`config.mk`:
```
export PLATFORM = sky130hd
export DESIGN_NAME = timer_multi
export DESIGN_NICKNAME = d
export VERILOG_FILES = /design/src/rtl/timer_pkg.sv /design/src/rtl/timer_channel.sv /design/src/rtl/timer_multi.sv
export SDC_FILE = /design/constraint.sdc
export NUM_CORES = 1
export LEC_CHECK = 0
export CORE_AREA = 2 2 85 87
export CTS_CLUSTER_DIAMETER = 120
export CTS_CLUSTER_SIZE = 14
export DETAILED_ROUTE_END_ITERATION = 7
export DIE_AREA = 0 0 87 89
export GPL_ROUTABILITY_DRIVEN = 0
export GPL_TIMING_DRIVEN = 0
export PLACE_DENSITY = 0.53
export SYNTH_ARGS = -nofsm -noshare
export SYNTH_HDL_FRONTEND = slang
export SYNTH_SLANG_ARGS = --single-unit
```
`constraint.sdc`:
```
create_clock -name clk -period 2.3 [get_ports clk]
set_input_delay 0.46 -clock clk [delete_from_list [all_inputs] [get_ports clk]]
set_output_delay 0.46 -clock clk [all_outputs]
set_load 0.02 [all_outputs]
```
`src/rtl/timer_pkg.sv`:
```
// rtl/timer_pkg.sv - shared register offsets, TAC fields and channel state for timer_multi
package timer_pkg;

  // Register offsets within one channel's 4-byte window (cpu_addr[1:0])
  localparam logic [1:0] REG_DIV  = 2'd0;
  localparam logic [1:0] REG_TIMA = 2'd1;
  localparam logic [1:0] REG_TMA  = 2'd2;
  localparam logic [1:0] REG_TAC  = 2'd3;

  // TAC field positions
  localparam int TAC_EN     = 2;
  localparam int TAC_SEL_HI = 1;
  localparam int TAC_SEL_LO = 0;

  typedef enum logic [1:0] {
    COUNT  = 2'd0,
    OVF    = 2'd1,
    RELOAD = 2'd2
  } ch_state_t;

endpackage

```
`src/rtl/timer_channel.sv`:
```
// rtl/timer_channel.sv - one TIMA/TMA/TAC timer channel with delayed overflow reload
//
// Counts on the falling edge of the enabled, selected system-counter tap.
// Ports:
//   clk, reset_n        clock, asynchronous active-low reset
//   taps[3:0]           next-state system counter bits for TAC[1:0] = 0..3
//   tima_wr/tma_wr/tac_wr  single-clk write strobes for this channel
//   cpu_di[7:0]         write data
//   tima, tma, tac      register contents for the read mux
//   irq                 one-clk pulse during the reload clk
module timer_channel
  import timer_pkg::*;
#(
  parameter int RELOAD_DLY = 4
) (
  input  logic       clk,
  input  logic       reset_n,
  input  logic [3:0] taps,
  input  logic       tima_wr,
  input  logic       tma_wr,
  input  logic       tac_wr,
  input  logic [7:0] cpu_di,
  output logic [7:0] tima,
  output logic [7:0] tma,
  output logic [2:0] tac,
  output logic       irq
);

  localparam int CNT_W = (RELOAD_DLY > 1) ? $clog2(RELOAD_DLY) : 1;
  localparam logic [CNT_W-1:0] CNT_INIT = CNT_W'(RELOAD_DLY - 1);

  ch_state_t        state, state_nx;
  logic [7:0]       tima_nx, tma_nx;
  logic [2:0]       tac_nx;
  logic [CNT_W-1:0] cnt, cnt_nx;
  logic             s, s_q, inc;

  // The tap level is taken from next-state sys/tac so that a DIV clear or a
  // TAC rewrite pulling the gated tap low produces an increment, exactly as
  // the AND-gate/falling-edge detector on the original hardware does.
  assign tac_nx = tac_wr ? cpu_di[2:0] : tac;
  assign s      = tac_nx[TAC_EN] & taps[tac_nx[TAC_SEL_HI:TAC_SEL_LO]];
  assign inc    = s_q & ~s;
  assign irq    = (state == RELOAD);

  always_ff @(posedge clk or negedge reset_n) begin
    if (!reset_n) begin
      state <= COUNT;
      tima  <= 8'h00;
      tma   <= 8'h00;
      tac   <= 3'b000;
      cnt   <= '0;
      s_q   <= 1'b0;
    end else begin
      state <= state_nx;
      tima  <= tima_nx;
      tma   <= tma_nx;
      tac   <= tac_nx;
      cnt   <= cnt_nx;
      s_q   <= s;
    end
  end

  always_comb begin
    state_nx = state;
    tima_nx  = tima;
    tma_nx   = tma_wr ? cpu_di : tma;
    cnt_nx   = cnt;
    case (state)
      COUNT: begin
        if (tima_wr) begin
          tima_nx = cpu_di;
        end else if (inc) begin
          if (tima == 8'hFF) begin
            tima_nx  = 8'h00;
            cnt_nx   = CNT_INIT;
            state_nx = OVF;
          end else begin
            tima_nx = tima + 8'd1;
          end
        end
      end
      OVF: begin
        // A CPU write during the 00 window cancels the pending reload.
        if (tima_wr) begin
          tima_nx  = cpu_di;
          state_nx = COUNT;
        end else if (cnt == '0) begin
          tima_nx  = tma;
          state_nx = RELOAD;
        end else begin
          cnt_nx = cnt - CNT_W'(1);
        end
      end
      RELOAD: begin
        // TIMA writes are swallowed here; a TMA write lands in both registers.
        state_nx = COUNT;
        if (tma_wr) tima_nx = cpu_di;
      end
      default: state_nx = COUNT;
    endcase
  end

endmodule

```
`src/rtl/timer_multi.sv`:
```
// rtl/timer_multi.sv - shared DIV counter plus NUM_CH Game Boy style timer channels
//
// Ports:
//   clk, reset_n   4 MHz CPU clock, asynchronous active-low reset
//   cpu_sel        register block selected
//   cpu_addr       [1:0] register (DIV/TIMA/TMA/TAC), upper bits channel
//   cpu_wr         single-clk write strobe
//   cpu_di         write data
//   cpu_do         combinational read data (FF for absent channels)
//   irq[NUM_CH]    per-channel one-clk overflow pulse
module timer_multi
  import timer_pkg::*;
#(
  parameter int NUM_CH     = 1,
  parameter int DIV_W      = 16,
  parameter int TAP0       = 9,
  parameter int TAP1       = 3,
  parameter int TAP2       = 5,
  parameter int TAP3       = 7,
  parameter int RELOAD_DLY = 4
) (
  input  logic                         clk,
  input  logic                         reset_n,
  input  logic                         cpu_sel,
  input  logic [1+$clog2(NUM_CH):0]    cpu_addr,
  input  logic                         cpu_wr,
  input  logic [7:0]                   cpu_di,
  output logic [7:0]                   cpu_do,
  output logic [NUM_CH-1:0]            irq
);

  localparam int CH_W = $clog2(NUM_CH);
  localparam int AW   = 2 + CH_W;
  localparam int CW   = (CH_W > 0) ? CH_W : 1;

  logic [DIV_W-1:0] sys, sys_nx;
  logic [1:0]       reg_sel;
  logic [CW-1:0]    ch;
  logic             ch_ok, wr_hit, div_wr;
  logic [3:0]       taps;

  logic [7:0] tima_a [NUM_CH];
  logic [7:0] tma_a  [NUM_CH];
  logic [2:0] tac_a  [NUM_CH];

  assign reg_sel = cpu_addr[1:0];

  generate
    if (CH_W == 0) begin : g_one_ch
      assign ch = '0;
    end else begin : g_multi_ch
      assign ch = cpu_addr[AW-1:2];
    end
  endgenerate

  assign ch_ok  = (32'(ch) < 32'(NUM_CH));
  assign wr_hit = cpu_sel & cpu_wr & ch_ok;
  assign div_wr = wr_hit & (reg_sel == REG_DIV);

  // A DIV write clears the counter that same clk instead of incrementing it.
  assign sys_nx = div_wr ? '0 : sys + DIV_W'(1);
  assign taps   = {sys_nx[TAP3], sys_nx[TAP2], sys_nx[TAP1], sys_nx[TAP0]};

  always_ff @(posedge clk or negedge reset_n) begin
    if (!reset_n) sys <= '0;
    else          sys <= sys_nx;
  end

  generate
    for (genvar c = 0; c < NUM_CH; c++) begin : g_ch
      logic ch_hit;
      assign ch_hit = wr_hit & (32'(ch) == c);

      timer_channel #(
        .RELOAD_DLY(RELOAD_DLY)
      ) u_ch (
        .clk     (clk),
        .reset_n (reset_n),
        .taps    (taps),
        .tima_wr (ch_hit & (reg_sel == REG_TIMA)),
        .tma_wr  (ch_hit & (reg_sel == REG_TMA)),
        .tac_wr  (ch_hit & (reg_sel == REG_TAC)),
        .cpu_di  (cpu_di),
        .tima    (tima_a[c]),
        .tma     (tma_a[c]),
        .tac     (tac_a[c]),
        .irq     (irq[c])
      );
    end
  endgenerate

  always_comb begin
    cpu_do = 8'hFF;
    for (int c = 0; c < NUM_CH; c++) begin
      if (ch_ok && (32'(ch) == c)) begin
        case (reg_sel)
          REG_DIV:  cpu_do = sys[DIV_W-1 -: 8];
          REG_TIMA: cpu_do = tima_a[c];
          REG_TMA:  cpu_do = tma_a[c];
          default:  cpu_do = {5'b11111, tac_a[c]};
        endcase
      end
    end
  end

endmodule

```
==> results.sh <==
export IMPL_die_height_um=89
export IMPL_ys_warn_count=0
export IMPL_synth_seq_cells=40
export IMPL_drt_iter0_markers=143
export IMPL_n_antenna_cell=0
export IMPL_syn_area_um2=2570
export IMPL_hold_path_class="in2async"
export IMPL_via_per_inst=5.71
export IMPL_cp_required_ns=1.84
export IMPL_port_buffers=22
export IMPL_total_power_mw=2.87
export IMPL_clock_latency_ns=0.31
export IMPL_hold_viol=0
export IMPL_reg2reg_slack_ns=0.13
export IMPL_p_leak_nw=1.37
export IMPL_min_period_ns=2.23
export IMPL_fin_skew_ns=0.0110
export IMPL_startpoint_type="flop"
export IMPL_fin_crit_sh=0.968
export IMPL_core_um2=6720
export IMPL_yosys_area_top_type="dfrtp_1"
export IMPL_worst_pin_slew_ns=0.709
export IMPL_synth_distinct_cells=55
export IMPL_clk_pin_slew_ns=0.09
export IMPL_clockRootBuffer="clkbuf_8"
export IMPL_maxCapViolCount=0
export IMPL_syn_num_nets=287
export IMPL_clock_path_buffers=2
export IMPL_critPathArrivalTime_ns=1.77
export IMPL_ys_top_cells_by_count="dfrtp_1, nor2_1, nand2_1"
export IMPL_synth_edf_count=0
export IMPL_synthCells=266
export IMPL_num_rows=30
export IMPL_grt_pass1_vias=2094
export IMPL_final_area_um2=3140
export IMPL_holdBufCountCts=0
export IMPL_ioPinCount=23
export IMPL_finalSetupTns_ns=0
export IMPL_wirelength_um=6600
export IMPL_antenna_found_initial=0
export IMPL_relSlewSlack=0.523
export IMPL_nNetsFinal=323
export IMPL_syn2layout_area_growth_pct=22.4
export IMPL_drc=0
export IMPL_finalSetupViolations=0
export IMPL_clock_fmax_mhz=449
export IMPL_cts_tree="yes"
export IMPL_htreeDepth=2
export IMPL_status="finished, final reports clean"
export IMPL_end_kind="output port"
export IMPL_final_layout_size_suffix_gt1_frac=0.211
export IMPL_grt_max_degree=27
export IMPL_yosysMostFrequentCell="dfrtp_1"
export IMPL_r2r_start="g_ch[0].u_ch.state[1]$_DFFE_PN0P_"
export IMPL_ant_nets=0
export IMPL_initial_core_util=0.382
export IMPL_syn_area_per_cell_um2=9.66
export IMPL_timing_hold_ws_ns=0.0532
export IMPL_crit_path_max_fanout=7
export IMPL_synth_flop_cell="dfrtp_1"
export IMPL_cts_buffers=5
export IMPL_ir_drop_v=0.000318
export IMPL_drv_slew=0
export IMPL_synth_area_top_cells="dfrtp_1, mux2_2, nor2_1"
export IMPL_startpoint="g_ch[0].u_ch.state[0]$_DFFE_PN0P_"
export IMPL_routedWlPerCell_um=17.2
export IMPL_dpl_instance_area_um2=2900
export IMPL_r2r_end="g_ch[0].u_ch.tima[3]$_DFFE_PN0P_"
export IMPL_synth_top_area_share=0.390
export IMPL_synth_seq_area_share=0.390
export IMPL_grtUsageTotal=0.183
export IMPL_chipWidth_um=87
export IMPL_power_density_nw_per_um2=913
export IMPL_path_class="reg2out"
export IMPL_ys_async_sr_fraction=1.00
export IMPL_die_area_um2=7740
export IMPL_grt_remaining_overflow=0
export IMPL_grt_pass1_wl_um=11000
export IMPL_via_count=2187
export IMPL_dr_pass1_iters=4
export IMPL_cts_sinks=40
export IMPL_crit_end="irq"
export IMPL_dpl_hpwl_um=4800
export IMPL_r2r_cells=6
through the flow:
stage | utilization | setup slack, ns | instances
finish | 0.468 | 0.0746 | 383
global route | 0.468 | -0.0134 | 383
CTS | 0.461 | 0.000924 | 380
detailed placement | 0.432 | -0.825 | 369
global placement | 0.430 | -0.831 | 368
floorplan | - | 0.170 | 266
worst min-delay path by stage:
stage                                                  to  slack (ns)  depth (start not counted)
final                                   sys[13]$_DFF_PN0_        0.05                          1
after detailed placement                sys[13]$_DFF_PN0_        0.40                          1
after global placement    g_ch[0].u_ch.cnt[1]$_DFFE_PN0P_        0.49                          1
after global routing                    sys[13]$_DFF_PN0_        0.08                          1
after floorplan           g_ch[0].u_ch.cnt[0]$_DFFE_PN0P_        0.16                          0
after CTS                               sys[13]$_DFF_PN0_        0.06                          1
flip-flops by register name (all words and copies together) (netlist names):
name,cells
sys,16
g_ch.u_ch.tima,8
g_ch.u_ch.tma,8
g_ch.u_ch.tac,3
g_ch.u_ch.cnt,2
g_ch.u_ch.state,2
g_ch.u_ch.s_q,1
cell usage in the layout (no fill, tap or decap), drive strengths merged, types with 4 or more instances in the layout:
cell,netlist,layout
buf,4,12
a21oi,14,14
nand3,11,11
mux2i,4,4
xnor2,4,4
o22a,5,5
o21ai,14,14
clkbuf,8,15
a221oi,4,4
dfrtp,40,40
nand2b,4,4
ha,7,7
nand2,23,23
o211ai,5,5
dlygate4sd2,0,10
nor2,24,24
a22o,4,4
and3,6,6
xor2,5,5
inv,13,14
clkdlybuf4s50,0,9
mux2,17,17
nor2b,4,4
o2bb2ai,5,5
final cells by class:
| type | count | area, um^2 |
|---|---|---|
| plain buffers | 12 | 77.6 |
| clock buffers | 5 | 68.8 |
| clock inverters | 3 | 46.3 |
| fillers | 661 | 3580 |
| inverters | 13 | 48.8 |
| multi-input cells | 201 | 1530 |
| flip-flops and latches | 40 | 1000 |
| well taps | 80 | 100 |
| repair buffers | 29 | 270 |
kinds of logic after synthesis:
kind of cell               Yosys count  synth area share
and+or+nand+nor                     91             0.185
xor gates and xnor gates             9            0.0307
buffers and inverters               25            0.0429
muxes                               24             0.121
DFF                                 40             0.390
adders and majority gates            7            0.0341
AOI/OAI and AO/OA                   70             0.197
power by group:
group / internal, mW / total, mW / switching (mW)
clock: 0.327 / 0.617 / 0.289
sequential: 0.884 / 1.09 / 0.204
combinational: 0.587 / 1.16 / 0.577
worst max-delay path: stages (launching register included):
cell	delay, ns
dfrtp_1	0.43
inv_1	0.12
ha_2	0.28
clkdlybuf4s50_1	0.63
layer usage:
layer | vias up | GRT usage | wire length [um]
met5 | - | 0 | 0
met4 | 0 | 0.0710 | 153
met3 | 12 | 0.0305 | 262
met2 | 54 | 0.291 | 3060
met1 | 1063 | 0.251 | 3130
li1 | 1058 | - | -
repair_timing:
action / CTS / global route
setup buffers: 3 / 3
setup endpoints to repair: 21 / 19
endpoints found under the hold margin: 0 / 0
pin swaps: 3 / 4
gates resized for setup: 27 / 15
No activity file was read; power rests on OpenSTA's default activity.
